[src/rtl/gamepad_input_encoder.sv]
// ---------------------------------------------------------------------------
// gamepad_input_encoder
//
// Polls a SNES-style serial gamepad once per frame and turns the 12 serial
// button bits into a packed 10-bit player input word.
//
// A free-running frame counter starts a read each time it passes 0 while the
// reader is idle. A read does three things:
//   1. It pulses pad_latch for 2*CLK_DIV cycles.
//   2. It clocks 12 bits out of the pad. Each bit is pad_clk low for CLK_DIV
//      cycles, then high for CLK_DIV cycles.
//   3. It publishes the decoded word together with a one-cycle trigger.
//
// Parameters
//   CLK_DIV      clk cycles per pad_latch / pad_clk half-phase (>= 1)
//   FRAME_PERIOD clk cycles between read starts (> 26*CLK_DIV+2)
//
// Ports
//   clk          system clock, all logic on posedge
//   reset        synchronous, active-low reset
//   pad_data     serial button data from the pad, 0 = pressed
//   pad_latch    parallel-load strobe to the pad, active high
//   pad_clk      shift clock to the pad, idle high
//   input_data   [9] attack press, [8] right, [7] left, [6] down, [5] up,
//                [4] attack held, [3] A, [2] Start, [1] Select, [0] X
//   trigger      one-cycle pulse when input_data / pad_present update
//   pad_present  1 = the last read found a pad
//   dbg_state_o  current reader state (IDLE=0, LATCH=1, SHIFT=2, UPDATE=3)
// ---------------------------------------------------------------------------
module gamepad_input_encoder #(
   parameter int CLK_DIV      = 4,
   parameter int FRAME_PERIOD = 50000
) (
   input  logic       clk,
   input  logic       reset,
   input  logic       pad_data,
   output logic       pad_latch,
   output logic       pad_clk,
   output logic [9:0] input_data,
   output logic       trigger,
   output logic       pad_present,
   output logic [1:0] dbg_state_o
);

   typedef enum logic [1:0] {
      ST_IDLE   = 2'd0,
      ST_LATCH  = 2'd1,
      ST_SHIFT  = 2'd2,
      ST_UPDATE = 2'd3
   } state_e;

   localparam int CNT_W = (FRAME_PERIOD > 1) ? $clog2(FRAME_PERIOD) : 1;
   localparam int DIV_W = $clog2(2 * CLK_DIV);

   localparam logic [CNT_W-1:0] FRAME_LAST = CNT_W'(FRAME_PERIOD - 1);
   // Last cycle of the low half of a bit (sample point), and the last
   // cycle of a whole bit (also the last cycle of the latch pulse).
   localparam logic [DIV_W-1:0] HALF_LAST  = DIV_W'(CLK_DIV - 1);
   localparam logic [DIV_W-1:0] BIT_LAST   = DIV_W'(2 * CLK_DIV - 1);
   localparam logic [3:0]       LAST_BIT   = 4'd11;

   // Position of each button in the received frame (first bit at index 0).
   localparam int BIT_B      = 0;
   localparam int BIT_SELECT = 2;
   localparam int BIT_START  = 3;
   localparam int BIT_UP     = 4;
   localparam int BIT_DOWN   = 5;
   localparam int BIT_LEFT   = 6;
   localparam int BIT_RIGHT  = 7;
   localparam int BIT_A      = 8;
   localparam int BIT_X      = 9;

   state_e           state_q;
   logic [CNT_W-1:0] frame_cnt_q, frame_cnt_d;
   logic [DIV_W-1:0] div_q;
   logic [3:0]       bit_q;
   logic [11:0]      shreg_q;
   logic             pad_latch_q;
   logic             pad_clk_q;
   logic [9:0]       word_q, word_d;
   logic             trigger_q;
   logic             present_q, present_d;
   logic             prev_b_q, prev_b_d;

   logic b_pr, up_pr, down_pr, left_pr, right_pr;
   logic no_pad;

   // ------------------------------------------------------------------
   // Frame counter: free running, independent of the reader state. A wrap
   // that happens while a read is still running is simply missed.
   // ------------------------------------------------------------------
   always_comb begin
      frame_cnt_d = frame_cnt_q + 1'b1;
      if (frame_cnt_q == FRAME_LAST) begin
         frame_cnt_d = '0;
      end
   end

   always_ff @(posedge clk) begin
      if (!reset) begin
         frame_cnt_q <= '0;
      end else begin
         frame_cnt_q <= frame_cnt_d;
      end
   end

   // ------------------------------------------------------------------
   // Decode of the completed frame held in shreg_q (raw levels, 0 = pressed).
   // ------------------------------------------------------------------
   always_comb begin
      b_pr     = ~shreg_q[BIT_B];
      up_pr    = ~shreg_q[BIT_UP];
      down_pr  = ~shreg_q[BIT_DOWN];
      left_pr  = ~shreg_q[BIT_LEFT];
      right_pr = ~shreg_q[BIT_RIGHT];
      // A disconnected pad reads as all zeros, which would otherwise look
      // like every button held.
      no_pad   = (shreg_q == 12'd0);

      word_d    = '0;
      present_d = 1'b0;
      prev_b_d  = 1'b0;
      if (!no_pad) begin
         present_d = 1'b1;
         prev_b_d  = b_pr;
         // Opposing directions cancel each other out.
         word_d[9] = b_pr & ~prev_b_q;
         word_d[8] = right_pr & ~left_pr;
         word_d[7] = left_pr & ~right_pr;
         word_d[6] = down_pr & ~up_pr;
         word_d[5] = up_pr & ~down_pr;
         word_d[4] = b_pr;
         word_d[3] = ~shreg_q[BIT_A];
         word_d[2] = ~shreg_q[BIT_START];
         word_d[1] = ~shreg_q[BIT_SELECT];
         word_d[0] = ~shreg_q[BIT_X];
      end
   end

   // ------------------------------------------------------------------
   // Read sequencer. All pad-facing and published outputs are registered here.
   // ------------------------------------------------------------------
   always_ff @(posedge clk) begin
      if (!reset) begin
         state_q     <= ST_IDLE;
         div_q       <= '0;
         bit_q       <= '0;
         shreg_q     <= '0;
         pad_latch_q <= 1'b0;
         pad_clk_q   <= 1'b1;
         word_q      <= '0;
         trigger_q   <= 1'b0;
         present_q   <= 1'b0;
         prev_b_q    <= 1'b0;
      end else begin
         trigger_q <= 1'b0;
         case (state_q)
            ST_IDLE: begin
               if (frame_cnt_q == '0) begin
                  state_q     <= ST_LATCH;
                  pad_latch_q <= 1'b1;
                  div_q       <= '0;
               end
            end
            ST_LATCH: begin
               if (div_q == BIT_LAST) begin
                  state_q     <= ST_SHIFT;
                  pad_latch_q <= 1'b0;
                  pad_clk_q   <= 1'b0;
                  div_q       <= '0;
                  bit_q       <= '0;
               end else begin
                  div_q <= div_q + 1'b1;
               end
            end
            ST_SHIFT: begin
               if (div_q == HALF_LAST) begin
                  // Sample on the last low cycle. The pad moves to its next
                  // bit on the rising pad_clk edge issued here.
                  pad_clk_q <= 1'b1;
                  shreg_q   <= {pad_data, shreg_q[11:1]};
                  div_q     <= div_q + 1'b1;
               end else if (div_q == BIT_LAST) begin
                  div_q <= '0;
                  if (bit_q == LAST_BIT) begin
                     // pad_clk stays high. The new frame is published on the
                     // same edge that ends the final high phase.
                     state_q   <= ST_UPDATE;
                     word_q    <= word_d;
                     present_q <= present_d;
                     prev_b_q  <= prev_b_d;
                     trigger_q <= 1'b1;
                  end else begin
                     bit_q     <= bit_q + 1'b1;
                     pad_clk_q <= 1'b0;
                  end
               end else begin
                  div_q <= div_q + 1'b1;
               end
            end
            ST_UPDATE: begin
               state_q <= ST_IDLE;
            end
            default: begin
               state_q <= ST_IDLE;
            end
         endcase
      end
   end

   assign pad_latch   = pad_latch_q;
   assign pad_clk     = pad_clk_q;
   assign input_data  = word_q;
   assign trigger     = trigger_q;
   assign pad_present = present_q;
   assign dbg_state_o = state_q;

endmodule

[config.mk]
export PLATFORM = sky130hd
export DESIGN_NAME = gamepad_input_encoder
export DESIGN_NICKNAME = d
export VERILOG_FILES = /design/src/rtl/gamepad_input_encoder.sv
export SDC_FILE = /design/constraint.sdc
export NUM_CORES = 1
export LEC_CHECK = 0
export ABC_AREA = 1
export BUFFER_PORTS_ARGS = -buffer_cell sky130_fd_sc_hd__buf_2
export CORE_AREA = 2 2 83 85
export CTS_CLUSTER_DIAMETER = 40
export DETAILED_ROUTE_END_ITERATION = 16
export DIE_AREA = 0 0 85 87
export PLACE_DENSITY = 0.6
export SLEW_MARGIN = 20
export SYNTH_ARGS = -nofsm -noshare
export SYNTH_HDL_FRONTEND = slang
export SYNTH_SLANG_ARGS = --single-unit
[constraint.sdc]
create_clock -name clk -period 2.3 [get_ports clk]
set_input_delay 0 -clock clk [delete_from_list [all_inputs] [get_ports clk]]
set_output_delay 0 -clock clk [all_outputs]
set_load 0.005 [all_outputs]
Word-level counts from Yosys, hierarchy flattened
Cells that the tools add are included.
{"block": "classes", "addsub": 3, "mul": 0, "n_div": 0, "order_cmp": 0, "n_eq_ne": 15, "shifts": 0, "muxes": 26, "bitwise": 19, "n_reduce_logical": 15}
{"operator": "adder 16 x 1 -> 16 bit, second input constant", "n": 1}
{"operator": "== test 16 bit, second input constant", "n": 1}
{"operator": "zero test 16 bit", "n": 1}
{"operator": "2-to-1 mux 4 bit", "n": 4}
{"operator": "inverter 1 bit", "n": 14}
{"operator": "zero test 12 bit", "n": 1}
{"operator": "inequality test 2 bit, second input constant", "n": 6}
{"operator": "2-to-1 mux 10 bit", "n": 1}
{"operator": "2-to-1 mux 2 bit", "n": 5}
{"operator": "AND reduction 5 bit", "n": 2}
{"operator": "2-to-1 mux 3 bit", "n": 3}
{"operator": "case mux 3 bit (3 select lines)", "n": 1}
{"operator": "2-to-1 mux 1 bit", "n": 8}
{"operator": "case mux 2 bit (4 select lines)", "n": 1}
{"operator": "case mux 4 bit (2 select lines)", "n": 1}
{"operator": "AND reduction 4 bit", "n": 2}
{"operator": "inequality test 3 bit, second input constant", "n": 2}
{"operator": "AND 1 bit", "n": 5}
{"operator": "adder 4 x 1 -> 4 bit, second input constant", "n": 1}
{"operator": "== test 2 bit, second input constant", "n": 2}
{"operator": "== test 4 bit, second input constant", "n": 1}
{"operator": "case mux 1 bit (2 select lines)", "n": 2}
{"operator": "AND reduction 2 bit", "n": 2}
{"operator": "nonzero test 2 bit", "n": 2}
{"operator": "other kinds (9)", "n": 9}
{"block": "word_totals", "ff_bits": 52, "latchBits": 0, "ramBits": 0, "romBits": 0, "inputBits": 3, "output_inout_bits": 16, "word_cells": 89, "mem_count": 0}

Depth between registers and ports, before layout
Gate-level depths: netlist of the first run.
{"block": "depth", "word_depth": 5, "ltp_mapped": 10}

Worst setup path after synthesis of the first run
OpenSTA, ideal clock, no wires.
{"block": "synth_path", "path_kind": "reg-to-reg", "from": "register state_q[0] (netlist: dbg_state_o[0])", "to": "register div_q[0]", "t_arrival_ps": 1415, "required_ps": 2185, "slack_ps": 770, "path_stages_with_launch": 8, "n_path_buf": 1, "synth_period_minus_slack_ps": 1530, "cell_sequence": "dfxtp_1 inv_1 ha_1 inv_1 or2_2 clkbuf_1 a21oi_1 nor2_1"}
{"block": "synth_via", "elab_chain_cells": 3, "word_cells_on_any_way": 7, "classes_between": "eq/ne: 3; mux: 1; reduce/logical: 3"}
{"element": "start: declaration", "line": "73", "source": "state_e state_q;"}
{"element": "start signal: assignment", "line": "145", "source": "state_q <= ST_IDLE;"}
{"element": "start signal: assignment", "line": "160", "source": "state_q <= ST_LATCH;"}
{"element": "start signal: assignment", "line": "167", "source": "state_q <= ST_SHIFT;"}
{"element": "== test 2 bit (tied with other cells)", "line": "157", "source": "case (state_q)"}
{"element": "nonzero test 3 bit (no source line) / inequality test 2 bit (equally long branches)"}
{"element": "AND reduction 2 bit (no source line)"}
{"element": "end signal: assignment", "line": "173", "source": "div_q <= div_q + 1'b1;"}
{"element": "end signal: assignment", "line": "182", "source": "div_q <= div_q + 1'b1;"}
{"element": "end signal: assignment", "line": "198", "source": "div_q <= div_q + 1'b1;"}
{"element": "end: declaration", "line": "75", "source": "logic [DIV_W-1:0] div_q;"}
Several ways; a longest one is shown, not always the timed one.
A chain may end at the register's enable or synchronous reset.

Worst setup path in the final report of the first run
{"block": "layout_path", "from": "register div_q[0]", "to": "register state_q[0] (netlist: dbg_state_o[0])"}
{"block": "layout_via", "elab_chain_cells": 3, "word_cells_on_any_way": 6, "classes_between": "eq/ne: 5; reduce/logical: 1"}
{"element": "== test 3 x 2 -> 1 bit / == test 3 bit (equally long branches)", "line": "177, 166, 183"}
{"element": "inequality test 2 bit (no source line)"}
{"element": "AND reduction 5 bit (no source line) (*)"}
{"element": "end signal: assignment", "line": "188", "source": "state_q <= ST_UPDATE;"}
{"element": "end signal: assignment", "line": "202", "source": "state_q <= ST_IDLE;"}
{"element": "end signal: assignment", "line": "205", "source": "state_q <= ST_IDLE;"}
Every way passes the cells marked *; elsewhere a longest branch is shown, timed or not.

==> key figures, run 1 <==
Run status
  – Status: complete, no violations

Drt
  – Vias per cell: 4.74
  – Wire length per cell: 10.7 um
  – Routed vias: 2153
  – Pre-antenna DRT Iters: 4
  – Detail Route Antenna Nets: 0
  – Routed WL: 4860 um
  – DRC viols: 0
  – 1st-iter DRT viols: 154

Min path
  – Hold EP: pad_clk
  – HP Class: input port to flip-flop
  – Worst hold path cell count: 2
  – Hold Startpoint: reset

Timing
  – Final hold violation count: 0
  – Worst relative slew slack: 0.690
  – # setup viols final: 0
  – RSZ-0062 raised after global routing: no
  – TNS Setup: 0 ps
  – F_max: 556 MHz
  – Fin crit period: 1800 ps
  – Worst hold slack: 73.5 ps
  – Final worst-path cycle share: 0.783
  – Worst Max-Slew Pin Slew: 465 ps
  – Final Skew: 11.3 ps
  – Max-slew violation count: 0

Worst setup path
  – R2r worst-path depth: 8
  – Critical path startpoint category: flip-flop
  – Worst R2R Start: div_q[0]
  – Critical Path Sink Type: flip-flop
  – Critical Path AT: 2010 ps
  – Critical-path top delay cell: dfxtp_1
  – Crit path kind: flip-flop to flip-flop
  – CP cell instances: ha_1 > ha_1 > nand2_2 > o21ai_0 > nor2_1 > nand3_1 > nand2_1 > nor2_1
  – Reg2Reg Setup Slack: 500 ps
  – CP delay by family, top: simple AND/OR/NAND/NOR gates
  – CP max FO: 19
  – Slowest stage delay, CP: 340 ps
  – Worst R2R End: dbg_state_o[0]
  – CP bufs+invs: 0
  – Critical path required time: 2510 ps

Place
  – Dpl cells: 445
  – Port bufs: 18
  – Post-DP HPWL: 3580 um
  – Gp weighted congestion: 0.791

Floorplanning
  – Die X: 85 um
  – Core area: 6570 um^2
  – # rows: 30
  – I/O pin count: 19
  – Die area: 7400 um^2
  – Starting Density: 0.388
  – Die Ht: 87 um

CTS
  – Reg clk slew, reported paths: 100 ps
  – Clk sinks: 51
  – Clock buffer depth: 2
  – Post-CTS Setup Inserts: 0
  – Later-pin clock latency in the skew report: 310 ps
  – CTS tree: yes
  – # H-tree levels: 2
  – CTS Buf Count: 5
  – CTS Root Cell: clkbuf_8

Yosys
  – Synth Instances: 355
  – Sequential-to-total area share from yosys stat: 0.401
  – #FFs+latches synth: 51
  – Synth Area per Inst: 7.18 um^2
  – Ys async rst share: 0
  – Syn nets: 369
  – Largest area contributor in the netlist: dfxtp_1
  – EDFF count, synth: 0
  – Post-synth top area share: 0.401
  – Commonest cells post-synth: 60 x nand2_1, 53 x nor2_1, 51 x dfxtp_1
  – Dominant synthesized flop cell: dfxtp_1
  – Synthesized area: 2550 um^2
  – Most common cell in the netlist: nand2_1
  – Unique cell type count in the Yosys netlist: 34
  – Synth area leaders: dfxtp_1 40%, nand2_1 8.8%, nor2_1 7.8%
  – Synthesis Warnings: 0

Power and ir drop
  – Clock network power share: 0.279
  – Total power: 1.98 mW
  – Leak: 1.17 nW
  – Sequential Power Share: 0.491
  – Maximum vdd drop: 0.418 mV
  – Comb pwr share: 0.230
  – NetSw: 0.645 mW
  – Pwr per Cell Area: 711 nW/um^2
  – Internal power: 1.33 mW
  – Switching share of power: 0.326

Cells and area
  – Area growth syn-to-layout: 9.18%
  – Final nets: 387
  – Final core occ: 0.424
  – # diodes: 0
  – Layout cells sized above 1: 0.142
  – Final cell count without fillers: 454

Global route
  – Vias in the first global route: 1947
  – All-Layer GR Usage: 0.137
  – First-pass GRT wire length: 8420 um
  – Largest net degree at the start of global routing: 22
  – Total grt overflow: 0
  – Initial antenna violation count: 0

Flow run
  – Maximum capacitance violations: 0
flip-flops by register name, indices dropped and copies added (netlist names):
register     cells
bit_q            4
dbg_state_o      2
div_q            3
frame_cnt_q     16
input_data      10
pad_clk          1
pad_latch        1
pad_present      1
shreg_q         12
trigger          1
worst max-delay path by stage:
stage                   startpoint        endpoint  slack, ps  depth (start not counted)
finish                    div_q[0]  dbg_state_o[0]        500                          8
global route        dbg_state_o[0]  dbg_state_o[0]        340                          8
CTS                       div_q[0]  dbg_state_o[0]        500                          8
detailed placement        div_q[0]  dbg_state_o[0]        520                          8
global placement          div_q[0]  dbg_state_o[0]        540                          8
floorplan           dbg_state_o[0]        div_q[0]        770                          7
power by group through the flow:
stage | clock network (mW) | registers, mW | logic [mW]
2_1_floorplan | 0 | 0.987 | 0.363
3_3_place_gp | 0 | 0.990 | 0.453
3_5_place_dp | 0 | 0.992 | 0.455
4_1_cts | 0.574 | 0.972 | 0.460
5_1_grt | 0.602 | 0.978 | 0.528
6_report | 0.552 | 0.971 | 0.454
final cells by class:
type	instances	area (um^2)
Sequential cell	51	1020
Clock buffer	5	68.8
Tap cell	80	100
Timing Repair Buffer	19	100
Fill cell	698	3790
Multi-Input combinational cell	247	1280
Inverter	49	184
Clock inverter	3	26.3
through the flow:
step           area [um^2]  setup WS, ps
2_1_floorplan         2550           770
3_3_place_gp          2680           539
3_5_place_dp          2680           517
4_1_cts               2780           504
5_1_grt               2780           337
6_report              2780           500
logic make-up after synthesis:
family                   count (synthesis)  share of synthesized area
AND/OR/NAND/NOR                        177                      0.322
XOR/XNOR                                 4                     0.0137
flip-flops                              51                      0.401
buffers and inverters                   57                     0.0962
adder cells (fa/ha/maj)                 11                     0.0540
AO/OA/AOI/OAI                           55                      0.114
placed cells by master (no fill, tap or decap), types with 2 or more instances in the layout:
| cell type | instances |
|---|---|
| inv_2 | 4 |
| xnor2_1 | 2 |
| xor2_1 | 2 |
| nand3b_1 | 2 |
| dfxtp_1 | 51 |
| ha_1 | 11 |
| o21ai_1 | 3 |
| o21ai_0 | 16 |
| nand3_1 | 26 |
| nand2_1 | 60 |
| inv_1 | 44 |
| nor3_1 | 6 |
| nand4_1 | 7 |
| buf_2 | 18 |
| inv_6 | 2 |
| nor2_4 | 2 |
| nand2_2 | 6 |
| a21oi_2 | 2 |
| clkbuf_8 | 5 |
| nand3_2 | 2 |
| nor2_2 | 8 |
| nor2_1 | 53 |
| a21oi_1 | 31 |
layer usage:
| layer | global-route usage | wire [um] | vias to the layer above |
|---|---|---|---|
| met2 | 0.227 | 2210 | 23 |
| met4 | 0.0390 | 32 | 0 |
| li1 | - | - | 1173 |
| met5 | 0 | 0 | - |
| met3 | 0.0284 | 128 | 2 |
| met1 | 0.181 | 2490 | 955 |
repair_timing:
item,in CTS,in global routing
endpoints found under the hold margin,1,0
gates resized for setup,0,0
hold buffers,1,0
Note: power is estimated with default switching activity, not from simulation.
==> run 2: changes to the inputs <==
PLACE_DENSITY = 0.62   (was 0.6)
clock period = 1.5 ns   (was 2.3 ns; I/O delays follow)
==> key figures, run 2 (same netlist as run 1, synthesis figures left out) <==
Run status
  – Status: complete, no violations

Power and ir drop
  – NetSw: 1.09 mW
  – Maximum vdd drop: 0.814 mV
  – Clock network power share: 0.258
  – Comb pwr share: 0.299
  – Leak: 1.29 nW
  – Sequential Power Share: 0.443
  – Pwr per Cell Area: 1090 nW/um^2
  – Total power: 3.37 mW
  – Switching share of power: 0.325
  – Internal power: 2.28 mW

CTS
  – CTS Root Cell: clkbuf_8
  – Reg clk slew, reported paths: 100 ps
  – # H-tree levels: 2
  – CTS tree: yes
  – CTS Buf Count: 5
  – Later-pin clock latency in the skew report: 310 ps
  – Clock buffer depth: 2
  – Clk sinks: 51

Floorplanning
  – Die X: 85 um
  – # rows: 30
  – Starting Density: 0.388
  – Core area: 6570 um^2
  – Die area: 7400 um^2
  – I/O pin count: 19
  – Die Ht: 87 um

Timing
  – Max-slew violation count: 0
  – Final hold violation count: 0
  – # setup viols final: 0
  – F_max: 690 MHz
  – RSZ-0062 raised after global routing: yes
  – Final worst-path cycle share: 0.966
  – Worst relative slew slack: 0.742
  – Final Worst Setup Slack: 51.2 ps
  – Worst Max-Slew Pin Slew: 387 ps
  – Final Skew: 7.07 ps
  – Fin crit period: 1450 ps
  – Worst hold slack: 85.6 ps

Drt
  – Routed WL: 5320 um
  – 1st-iter DRT viols: 95
  – Pre-antenna DRT Iters: 4
  – Routed vias: 2260
  – Wire length per cell: 11.2 um
  – DRC viols: 0
  – Detail Route Antenna Nets: 0
  – Vias per cell: 4.74

Global route
  – Met3 Track Usage GR: 0.0294
  – Busiest layer in global routing: met2
  – Vias in the first global route: 2098
  – Initial antenna violation count: 0
  – First-pass GRT wire length: 8960 um
  – M1 GR Usage: 0.189
  – All-Layer GR Usage: 0.149
  – Largest net degree at the start of global routing: 22
  – GRT met2 Usage: 0.253
  – Total grt overflow: 0

Cells and area
  – Final nets: 410
  – # diodes: 0
  – Register with the most flip-flops: frame_cnt_q
  – Fillers: 667
  – Area growth syn-to-layout: 20.8%
  – Most common cell after layout, fill and taps aside: nand2_1
  – Layout cells sized above 1: 0.252
  – Commonest cells after routing, fill and taps aside: 58 x nand2_1, 49 x nor2_1, 45 x dfxtp_1
  – Max reg flops: 16

Place
  – Post-DP HPWL: 3870 um
  – Gp weighted congestion: 0.822
  – Port bufs: 18
  – Setup slack at placement: -33.0 ps

Flow run
  – Maximum capacitance violations: 0

Worst setup path
  – CP delay by family, top: flip-flops
  – Reg2Reg Setup Slack: 50 ps
  – CP cell instances: inv_1 > buf_4 > ha_4 > inv_2 > or2_4 > a21oi_1 > nor2_2
  – Critical path startpoint category: flip-flop
  – CP max FO: 6
  – Slowest stage delay, CP: 330 ps
  – Critical Path Sink Type: flip-flop
  – Critical path required time: 1710 ps
  – Crit path kind: flip-flop to flip-flop
  – CP bufs+invs: 3
  – Critical Path AT: 1660 ps
  – Critical-path top delay cell: dfxtp_2

Min path
  – HP Class: input port to flip-flop
==> run 2: cell types whose count changed in the layout (fill, tap and decap cells not counted), sizes merged <==
cell	before	now
buf	18	41
clkbuf	5	6
inv	50	48
clkinvlp	0	1
==> run 2: repair_timing <==
action | CTS | global route
hold endpoints to repair | 1 | 0
cloned | 0 | 0
buffers inserted | 2 | 3
gates resized for setup | 4 | 26
setup endpoints to repair | 7 | 30
hold buffers | 1 | 0
pin swaps | 2 | 9
==> run 2: area by class of cell <==
| type | instances | area (um^2) | area share |
|---|---|---|---|
| multi-input cells | 247 | 1380 | 0.448 |
| flip-flops and latches | 51 | 1030 | 0.334 |
| repair buffers | 42 | 289 | 0.0939 |
| inverters | 49 | 184 | 0.0597 |
| well taps | 80 | 100 | 0.0325 |
| clock buffers | 6 | 82.6 | 0.0268 |
| clock inverters | 2 | 16.3 | 0.00528 |
==> run 2: per-stage QoR <==
stage	cells	utilization	TNS [ps]	cell area [um^2]
4_1_cts	474	0.453	0	2970
3_3_place_gp	463	0.432	0	2840
3_5_place_dp	463	0.432	-97.8	2840
5_1_grt	477	0.469	-154	3080
6_report	477	0.469	0	3080
2_1_floorplan	355	-	-11.8	2560
==> run 2: final timing paths <==
path             startpoint            end  depth (start not counted)
max          dbg_state_o[0]       div_q[0]                          7
min                   reset        pad_clk                          2
max reg2reg  dbg_state_o[0]       div_q[0]                          7
min reg2reg   input_data[8]  input_data[8]                          2
==> run 2: routing by layer <==
metal	vias to the layer above	routed length, um
met4	0	78
met5	-	0
met3	5	112
met1	1023	2670
li1	1214	-
met2	18	2460
==> run 2: power by group through the flow <==
| stage | combinational (mW) | sequential [mW] | clock [mW] |
|---|---|---|---|
| after global placement | 0.863 | 1.51 | 0 |
| final | 1.01 | 1.49 | 0.869 |
| after global routing | 1.13 | 1.50 | 0.943 |
| after floorplan | 0.586 | 1.51 | 0 |
| after detailed placement | 0.884 | 1.51 | 0 |
| after CTS | 0.895 | 1.48 | 0.888 |
==> run 3: changes to the inputs <==
ABC_AREA = not set   (was 1)
CORE_AREA = 2 2 80 82   (was 2 2 83 85)
DIE_AREA = 0 0 82 84   (was 0 0 85 87)
PLACE_DENSITY = 0.63   (was 0.62)
==> key figures, run 3 <==
Place
  – Dpl cells: 411
  – Port bufs: 18
  – Cell Area, Placed: 2910 um^2
  – Post-DP HPWL: 3630 um
  – Gp weighted congestion: 0.847

CTS
  – Clk sinks: 51
  – CTS Root Cell: clkbuf_8
  – CTS Buf Count: 5
  – Clock buffer depth: 2
  – # H-tree levels: 2
  – Reg clk slew, reported paths: 100 ps
  – CTS tree: yes
  – Later-pin clock latency in the skew report: 320 ps

Cells and area
  – Final instance area: 3230 um^2
  – # diodes: 0
  – Register with the most flip-flops: frame_cnt_q
  – Area growth syn-to-layout: 36.1%
  – Fillers: 568
  – Final nets: 364
  – Layout cells sized above 1: 0.330
  – Final core occ: 0.529
  – Most common cell after layout, fill and taps aside: nand2_1
  – Max reg flops: 16
  – Final cell count without fillers: 428
  – Commonest cells after routing, fill and taps aside: 50 x nand2_1, 49 x buf_4, 43 x dfxtp_1

Floorplanning
  – Starting Density: 0.389
  – Core area: 6100 um^2
  – # rows: 29
  – Die area: 6890 um^2
  – Die X: 82 um
  – Die Ht: 84 um
  – I/O pin count: 19

Timing
  – Worst Max-Slew Pin Slew: 353 ps
  – Final Worst Setup Slack: -273 ps
  – Final Skew: 11.2 ps
  – RSZ-0062 raised after global routing: yes
  – # setup viols final: 26
  – Worst relative slew slack: 0.764
  – Final hold violation count: 0
  – Max-slew violation count: 0
  – Fin crit period: 1770 ps
  – Final worst-path cycle share: 1.18
  – F_max: 564 MHz

Yosys
  – Commonest cells post-synth: 51 x dfxtp_1, 50 x nand2_1, 31 x a21oi_1
  – Synthesis Warnings: 0
  – Sequential-to-total area share from yosys stat: 0.431
  – Largest area contributor in the netlist: dfxtp_1
  – Unique cell type count in the Yosys netlist: 43
  – EDFF count, synth: 0
  – Dominant synthesized flop cell: dfxtp_1
  – Syn nets: 295
  – Most common cell in the netlist: dfxtp_1
  – Synth Area per Inst: 8.43 um^2
  – Synth area leaders: dfxtp_1 43%, nand2_1 7.9%, a21oi_1 6.5%
  – #FFs+latches synth: 51
  – Compound-Gate Fraction of Synth Area: 0.144
  – Largest family of logic cells by synthesized area: simple AND/OR/NAND/NOR gates
  – Synth Area in Simple Gates: 0.264
  – Synthesized area: 2370 um^2
  – Synth Instances: 281
  – Post-synth top area share: 0.431
  – Multiplexer share of the synthesized area: 0.0132
  – Ys async rst share: 0
  – XOR/XNOR Fraction of Synth Area: 0.0444
  – Post-synthesis adder-cell area fraction: 0.0581

Drt
  – 1st-iter DRT viols: 132
  – Detail Route Antenna Nets: 0
  – Vias per cell: 5.08
  – Wire length per cell: 12.4 um
  – Routed vias: 2174
  – DRC viols: 0
  – Pre-antenna DRT Iters: 4
  – Routed WL: 5320 um

Worst setup path
  – Critical path startpoint category: flip-flop
  – CP cell instances: inv_2 > ha_4 > or4b_4 > nor4_4 > buf_4 > o211ai_1 > o22ai_1
  – Slowest stage delay, CP: 460 ps
  – Critical Path AT: 2010 ps
  – Critical path required time: 1740 ps
  – Crit path kind: flip-flop to flip-flop
  – Critical Path Sink Type: flip-flop
  – Critical-path top delay cell: or4b_4
  – CP max FO: 5

Min path
  – HP Class: input port to flip-flop

Power and ir drop
  – Switching share of power: 0.322
  – Maximum vdd drop: 0.621 mV
  – Clock network power share: 0.247
  – Comb pwr share: 0.331
  – NetSw: 1.12 mW
  – Leak: 1.26 nW
  – Sequential Power Share: 0.422
  – Pwr per Cell Area: 1080 nW/um^2
  – Internal power: 2.37 mW

Global route
  – Initial antenna violation count: 0
  – Vias in the first global route: 2016
  – First-pass GRT wire length: 9160 um
  – Total grt overflow: 0
  – Largest net degree at the start of global routing: 24
  – All-Layer GR Usage: 0.170

Run status
  – Violations in the final reports: negative setup slack
  – Status: finished with violations

Flow run
  – Maximum capacitance violations: 0
[run 3: path summary, 6_finish.rpt]
check / startpoint / end / slack, ps / cells after the start
worst max-delay path: frame_cnt_q[1] / div_q[0] / -270 / 7
worst min-delay path: reset / pad_clk / 50 / 3
worst max register to register: frame_cnt_q[1] / div_q[0] / -270 / 7
worst min register to register: input_data[9] / input_data[9] / 450 / 2
[run 3: kinds of logic after synthesis]
| logic type | after synthesis |
|---|---|
| compound gates | 53 |
| mux | 3 |
| xor+xnor | 12 |
| buf+inv | 27 |
| flops | 51 |
| fa+ha+maj | 11 |
| simple gates | 124 |
[run 3: power by group through the flow]
stage / logic, mW / clock network, mW / registers, mW
floorplan: 0.552 / 0 / 1.50
finish: 1.15 / 0.864 / 1.47
global route: 1.26 / 0.960 / 1.49
global placement: 0.903 / 0 / 1.49
detailed placement: 0.912 / 0 / 1.49
CTS: 1.06 / 0.895 / 1.47
[run 3: per-layer routing]
metal | wire, um | vias up | track usage
li1 | - | 1119 | -
met1 | 2570 | 1010 | 0.220
met2 | 2470 | 34 | 0.268
met3 | 199 | 11 | 0.0433
met4 | 92 | 0 | 0.0606
met5 | 0 | - | 0
[run 3: final cells by class]
class | instances | area, um^2 | share of cell area
clock buffers | 5 | 68.8 | 0.0213
clock inverters | 3 | 28.8 | 0.00892
inverters | 15 | 56.3 | 0.0175
multi-input cells | 203 | 1390 | 0.431
flip-flops and latches | 51 | 1030 | 0.320
well taps | 77 | 96.3 | 0.0299
repair buffers | 74 | 553 | 0.171
[run 3: per-stage QoR]
| stage | setup TNS (ps) | hold WS (ps) | power, mW | setup WS [ps] |
|---|---|---|---|---|
| 6_report | -5650 | 45.5 | 3.49 | -273 |
| 5_1_grt | -7410 | 38.0 | 3.70 | -341 |
| 4_1_cts | -5840 | 52.5 | 3.42 | -301 |
| 3_5_place_dp | -6850 | 266 | 2.40 | -309 |
| 3_3_place_gp | -5750 | 261 | 2.39 | -250 |
| 2_1_floorplan | -3400 | 136 | 2.05 | -224 |
[run 3: worst max-delay path, delay by kind of cell (launching register included)]
kind | cells | cell delay (ps)
compound gates | 2 | 300
fa+ha+maj | 1 | 120
buf+inv | 2 | 250
flops | 1 | 340
simple gates | 2 | 700
[run 3: repair_timing]
item,in CTS,in global routing
resized for setup,18,17
hold endpoints to repair,1,0
setup endpoints to repair,37,48
pin swaps,15,7
setup buffers,6,3
hold buffers,1,0
